File: config.mk
export PLATFORM = sky130hd
export DESIGN_NAME = door_alarm_ctrl
export DESIGN_NICKNAME = d
export VERILOG_FILES = /design/src/rtl/door_alarm_ctrl.sv
export SDC_FILE = /design/constraint.sdc
export NUM_CORES = 1
export LEC_CHECK = 0
export BUFFER_PORTS_ARGS = -buffer_cell sky130_fd_sc_hd__buf_2
export CORE_MARGIN = 1.5
export CORE_UTILIZATION = 60
export DETAILED_ROUTE_END_ITERATION = 7
export PLACE_DENSITY_LB_ADDON = 0.05
export SYNTH_ARGS = -nofsm -noshare
export SYNTH_HDL_FRONTEND = slang
export SYNTH_SLANG_ARGS = --single-unit
File: constraint.sdc
create_clock -name clk -period 3.9 [get_ports clk]
set_input_delay 0 -clock clk [delete_from_list [all_inputs] [get_ports clk]]
set_output_delay 0 -clock clk [all_outputs]
set_load 0.1 [all_outputs]
File: src/rtl/door_alarm_ctrl.sv
// door_alarm_ctrl: per-door 2-flop synchroniser and debouncer, an unmasked
// "any door open" light, and an arm/grace/alarm state machine with an
// entry-grace timer.
// Optional build macro: ALL_OPEN_ALARM_EN. When defined, every door reading
// open (mask ignored) in ARMED or GRACE forces ALARM on the next edge,
// bypassing the grace timer.
// Request semantics: arm and disarm are sampled on every rising edge. They
// may be single-cycle pulses or held levels, and no acknowledge is returned.
// disarm always wins when both requests are high.
module door_alarm_ctrl #(
  parameter int NUM_DOORS       = 4,
  parameter int DEBOUNCE_CYCLES = 16,
  parameter int OPEN_TIMEOUT    = 1000
) (
  input  logic                 clk,
  input  logic                 rst_n,
  input  logic [NUM_DOORS-1:0] door_raw,
  input  logic [NUM_DOORS-1:0] door_mask,
  input  logic                 arm,
  input  logic                 disarm,
  output logic [NUM_DOORS-1:0] door_stable,
  output logic                 light,
  output logic                 alarm,
  output logic [NUM_DOORS-1:0] alarm_src,
  output logic [1:0]           state
);

  localparam int CNT_W = $clog2(DEBOUNCE_CYCLES + 1);
  localparam int TMR_W = $clog2(OPEN_TIMEOUT + 1);
  localparam logic [CNT_W-1:0] CNT_LAST = CNT_W'(DEBOUNCE_CYCLES - 1);
  localparam logic [TMR_W-1:0] TMR_LOAD = TMR_W'(OPEN_TIMEOUT - 1);

  typedef enum logic [1:0] {
    ST_DISARMED = 2'b00,
    ST_ARMED    = 2'b01,
    ST_GRACE    = 2'b10,
    ST_ALARM    = 2'b11
  } state_t;

  logic [NUM_DOORS-1:0] r_sync1;
  logic [NUM_DOORS-1:0] r_sync2;
  logic [CNT_W-1:0]     r_db_cnt [NUM_DOORS];
  logic [NUM_DOORS-1:0] r_door_stable;
  logic                 r_light;
  state_t               r_state;
  logic [TMR_W-1:0]     r_timer;
  logic                 r_alarm;
  logic [NUM_DOORS-1:0] r_alarm_src;

  state_t               w_state_nxt;
  logic [TMR_W-1:0]     w_timer_nxt;
  logic [NUM_DOORS-1:0] w_alarm_src_nxt;
  logic [NUM_DOORS-1:0] w_open_vec;
  logic                 w_open_any;
  logic                 w_all_open;

  // Doors that count toward the light and the state machine.
  assign w_open_vec = r_door_stable & ~door_mask;
  assign w_open_any = |w_open_vec;

`ifdef ALL_OPEN_ALARM_EN
  assign w_all_open = &r_door_stable;
`else
  assign w_all_open = 1'b0;
`endif

  // Two-flop synchroniser for the asynchronous contact inputs.
  always_ff @(posedge clk or negedge rst_n) begin
    if (!rst_n) begin
      r_sync1 <= '0;
      r_sync2 <= '0;
    end else begin
      r_sync1 <= door_raw;
      r_sync2 <= r_sync1;
    end
  end

  // Per-door debounce: accept a change only after it has persisted long enough.
  always_ff @(posedge clk or negedge rst_n) begin
    if (!rst_n) begin
      for (int i = 0; i < NUM_DOORS; i++) begin
        r_db_cnt[i] <= '0;
      end
      r_door_stable <= '0;
    end else begin
      for (int i = 0; i < NUM_DOORS; i++) begin
        if (r_sync2[i] != r_door_stable[i]) begin
          if (r_db_cnt[i] == CNT_LAST) begin
            r_door_stable[i] <= ~r_door_stable[i];
            r_db_cnt[i]      <= '0;
          end else begin
            r_db_cnt[i] <= r_db_cnt[i] + CNT_W'(1);
          end
        end else begin
          r_db_cnt[i] <= '0;
        end
      end
    end
  end

  // Light is the registered OR of unmasked debounced doors.
  always_ff @(posedge clk or negedge rst_n) begin
    if (!rst_n) begin
      r_light <= 1'b0;
    end else begin
      r_light <= w_open_any;
    end
  end

  // Next-state, grace timer and alarm source; disarm is checked first everywhere.
  always_comb begin
    w_state_nxt     = r_state;
    w_timer_nxt     = r_timer;
    w_alarm_src_nxt = r_alarm_src;
    case (r_state)
      ST_DISARMED: begin
        if (!disarm && arm && !w_open_any) begin
          w_state_nxt = ST_ARMED;
        end
      end
      ST_ARMED: begin
        if (disarm) begin
          w_state_nxt = ST_DISARMED;
        end else if (w_all_open) begin
          w_state_nxt = ST_ALARM;
        end else if (w_open_any) begin
          w_state_nxt = ST_GRACE;
          w_timer_nxt = TMR_LOAD;
        end
      end
      ST_GRACE: begin
        if (disarm) begin
          w_state_nxt = ST_DISARMED;
        end else if (w_all_open) begin
          w_state_nxt = ST_ALARM;
        end else if (!w_open_any) begin
          w_state_nxt = ST_ARMED;
        end else if (r_timer == '0) begin
          w_state_nxt = ST_ALARM;
        end else begin
          w_timer_nxt = r_timer - TMR_W'(1);
        end
      end
      ST_ALARM: begin
        if (disarm) begin
          w_state_nxt = ST_DISARMED;
        end
      end
      default: begin
        w_state_nxt = ST_DISARMED;
      end
    endcase

    // Load on alarm entry, accumulate while in alarm, clear when disarmed.
    if (w_state_nxt == ST_ALARM) begin
      if (r_state == ST_ALARM) begin
        w_alarm_src_nxt = r_alarm_src | w_open_vec;
      end else begin
        w_alarm_src_nxt = w_open_vec;
      end
    end else if (w_state_nxt == ST_DISARMED && r_state != ST_DISARMED) begin
      w_alarm_src_nxt = '0;
    end
  end

  // State, timer, alarm flag and alarm source registers.
  always_ff @(posedge clk or negedge rst_n) begin
    if (!rst_n) begin
      r_state     <= ST_DISARMED;
      r_timer     <= '0;
      r_alarm     <= 1'b0;
      r_alarm_src <= '0;
    end else begin
      r_state     <= w_state_nxt;
      r_timer     <= w_timer_nxt;
      r_alarm     <= (w_state_nxt == ST_ALARM);
      r_alarm_src <= w_alarm_src_nxt;
    end
  end

  assign door_stable = r_door_stable;
  assign light       = r_light;
  assign alarm       = r_alarm;
  assign alarm_src   = r_alarm_src;
  assign state       = r_state;

endmodule

==> impl_results.md <==
* Io pins at 24
* Die area at 4259 µm²
* Period utilization at 61.88%
* IO Port Bufs at 23
* Count of final max-slew check failures at 0
* Die Y at 65.26 µm
* Hold Path Class: in -> reg
* Crit path DAT at 2.60 ns
* Post-DP HPWL at 3.232 mm
* # clock sinks at 50
* Total global-route track usage at 24.08%
* Critical path class: reg -> reg
* Avg WL per Cell at 15.80 µm
* CP Launch Type: flop
* Routed vias/inst at 5.965
* Worst Path Required at 4.09 ns
* #FFs+latches synth at 50
* Setup_tns at 0 ns
* Setup violators final at 0
* DRC errors left at 0
* Diodes inserted at 0
* CTS Buffer Depth at 2
* CP Max Fanout at 15
* Syn nets at 228
* Yosys warns at 0
* Commonest non-fill, non-tap cell in the layout: dfrtp_1
* Worst-Margin Slew at 1.046 ns
* CTS root buf: clkbuf_8
* Pwr dens at 382.8 nW/µm²
* Highest Clock Rate at 0.4144 GHz
* Clock-pin slew on the worst setup and hold paths at 0.09 ns
* Post-DRT Antenna Nets at 0
* Crit. End Element: flop
* Post-Place Cells at 276
* Vias in the first global route at 1657
* Leakage at 1.280 nW
* Post-synthesis cell type count at 41
* Final nets at 258
* Routed wire length at 4.566 mm
* Starting density of the core at 63.06%
* H-tree levels at 2
* Final Critical Period at 2.413 ns
* Row count at 22
* Vias at 1724
* TritonCTS clock tree: done
* Postcts setup bufs at 0
* Register area share after synthesis at 53.79%
* Initial antenna violation count at 0
* Layout area overhead at 12.48%
* CORE AREA at 3689 µm²
* Most frequent cells in the layout: dfrtp_1 (50), buf_2 (23), nor2_1 (17), nand3_1 (14), xor2_1 (13)
* Final Hold Vio Count at 0
* Share of cells above drive strength 1 at 17.43%
* Syn Std Cell Area at 2326 µm²
* Maxcap violations at 0
* Gr ovfl total at 0
* FF/Latch Area at 1251 µm²
* Clock skew at 0.007978 ns
* 1st-iter DRT viols at 74
* Avg Cell Area, Syn at 11.02 µm²
* CTS buffer count at 5
* Total power at 0.001002 W
* Largest net degree at the start of global routing at 51
* First-pass DRT Iterations at 4
* Post-synthesis cell count at 211
* Multi-input gate area at 1005 µm²
* GP Congestion at 0.8226
* Slew margin rel. at 30.24%
* First-pass GRT wire length at 7.638 mm
* Fin cells at 289
* Peak supply drop at 0.2263 mV
* RSZ-0062 raised after global routing: false
* Hold Slack at 0.06674 ns
* Later-pin clock latency in the skew report at 0.31 ns
* Chip Width at 65.26 µm
* Status: finished clean
* FILL cells at 264
[synthesized netlist by cell type]
| cell type | number | share of area (%) |
|---|---|---|
| nor3_1 | 3 | 0.65 |
| a21o_1 | 4 | 1.3 |
| buf_1 | 1 | 0.16 |
| buf_6 | 1 | 0.48 |
| o211ai_1 | 8 | 2.6 |
| o31ai_1 | 5 | 1.6 |
| clkbuf_1 | 3 | 0.48 |
| nand3b_1 | 1 | 0.32 |
| a21boi_0 | 1 | 0.32 |
| or4_1 | 3 | 0.97 |
| o41ai_2 | 1 | 0.70 |
| nor2b_1 | 4 | 1.1 |
| ha_1 | 5 | 2.7 |
| o31a_1 | 2 | 0.75 |
| buf_2 | 2 | 0.43 |
| nand2_1 | 10 | 1.6 |
| xor2_1 | 13 | 4.9 |
| nand3_1 | 14 | 3.0 |
| nor4_1 | 3 | 0.81 |
| dfrtp_1 | 50 | 54 |
| and3_1 | 4 | 1.1 |
| nor4_2 | 1 | 0.54 |
| a211oi_1 | 1 | 0.32 |
| nor2_1 | 17 | 2.7 |
| o41ai_1 | 1 | 0.38 |
| mux2i_1 | 1 | 0.43 |
| or4_4 | 1 | 0.48 |
| nor3_2 | 1 | 0.43 |
| or4b_1 | 2 | 0.86 |
| a21oi_1 | 6 | 1.3 |
| a32oi_1 | 4 | 1.5 |
| o21ai_1 | 2 | 0.43 |
| o41a_1 | 1 | 0.48 |
| o41ai_4 | 1 | 1.2 |
| mux2_2 | 4 | 1.9 |
| and2_1 | 8 | 2.2 |
| o21ai_0 | 5 | 1.1 |
| o221a_2 | 2 | 0.97 |
| o22ai_1 | 1 | 0.27 |
| inv_1 | 9 | 1.5 |
| or3_1 | 5 | 1.3 |
[path summary, 6_finish.rpt]
path                       slack, ns                     end  cells after the start              startpoint
max                             1.49  r_timer[7]$_DFFE_PN0P_                      6  r_timer[0]$_DFFE_PN0P_
min                             0.07      state[0]$_DFF_PN0_                      3                     arm
max reg2reg                     1.49  r_timer[7]$_DFFE_PN0P_                      6  r_timer[0]$_DFFE_PN0P_
min reg2reg                     0.36    r_sync2[0]$_DFF_PN0_                      0    r_sync1[0]$_DFF_PN0_
max in group asynchronous       2.82   r_db_cnt[3]$_DFF_PN0_                      2                   rst_n
min in group asynchronous       0.43   r_db_cnt[7]$_DFF_PN0_                      2                   rst_n
[state kept, by name, summed over array words and instances (netlist names)]
register / cells
r_sync2: 4
state: 2
r_timer: 10
alarm: 1
door_stable: 4
r_db_cnt: 20
light: 1
alarm_src: 4
r_sync1: 4
[per-layer routing]
metal / global-route usage, % / part of all wire, %
met5: 0 / 0
met4: 9.896 / 1.7
met3: 4.795 / 3.3
met2: 39.16 / 49
met1: 31.75 / 46
[through the flow]
step / util (%) / instance area [µm²] / setup slack [ns]
2_1_floorplan: - / 2326 / 1.536
3_3_place_gp: 67.03 / 2472 / 1.675
3_5_place_dp: 67.03 / 2472 / 1.504
4_1_cts: 70.93 / 2616 / 1.501
5_1_grt: 70.93 / 2616 / 1.363
6_report: 70.93 / 2616 / 1.487
[power breakdown]
| part | internal (W) | switching (W) | total [W] |
|---|---|---|---|
| sequential | 0.000541 | 0.0000241 | 0.000565 |
| clock | 0.000123 | 0.000166 | 0.000289 |
| combinational | 0.0000409 | 0.000107 | 0.000148 |
| total | 0.000705 | 0.000297 | 0.00100 |
[critical path, stage by stage (launching register included)]
cell,delay (ns)
dfrtp_1,0.43
inv_1,0.11
ha_1,0.16
or4b_1,0.62
o41ai_4,0.68
o31a_1,0.23
o21ai_1,0.07
[area by class of cell]
class                           count  share of cell area, %
Clock buffer                        5                  2.630
Clock inverter                      2                 0.5739
Inverter                            9                  1.291
Multi-Input combinational cell    145                  38.40
Sequential cell                    50                  47.82
Tap cell                           48                  2.296
Timing Repair Buffer               30                  6.982
[timing repair]
| item | in CTS | in global routing |
|---|---|---|
| hold buffers | 6 | 0 |
| gates resized for setup | 0 | 0 |
| endpoints found under the hold margin | 57 | 0 |
[cells by family (layout without fill, tap and decap cells)]
group | count (synthesis) | count (layout) | synth area share [%]
AOI/OAI and AO/OA | 45 | 45 | 15.17
xor gates and xnor gates | 13 | 13 | 4.895
adders and majority gates | 5 | 5 | 2.690
buffers and inverters | 16 | 46 | 3.012
DFF | 50 | 50 | 53.79
muxes | 5 | 5 | 2.367
and+or+nand+nor | 77 | 77 | 18.07
(Power assumes the default switching activity.)
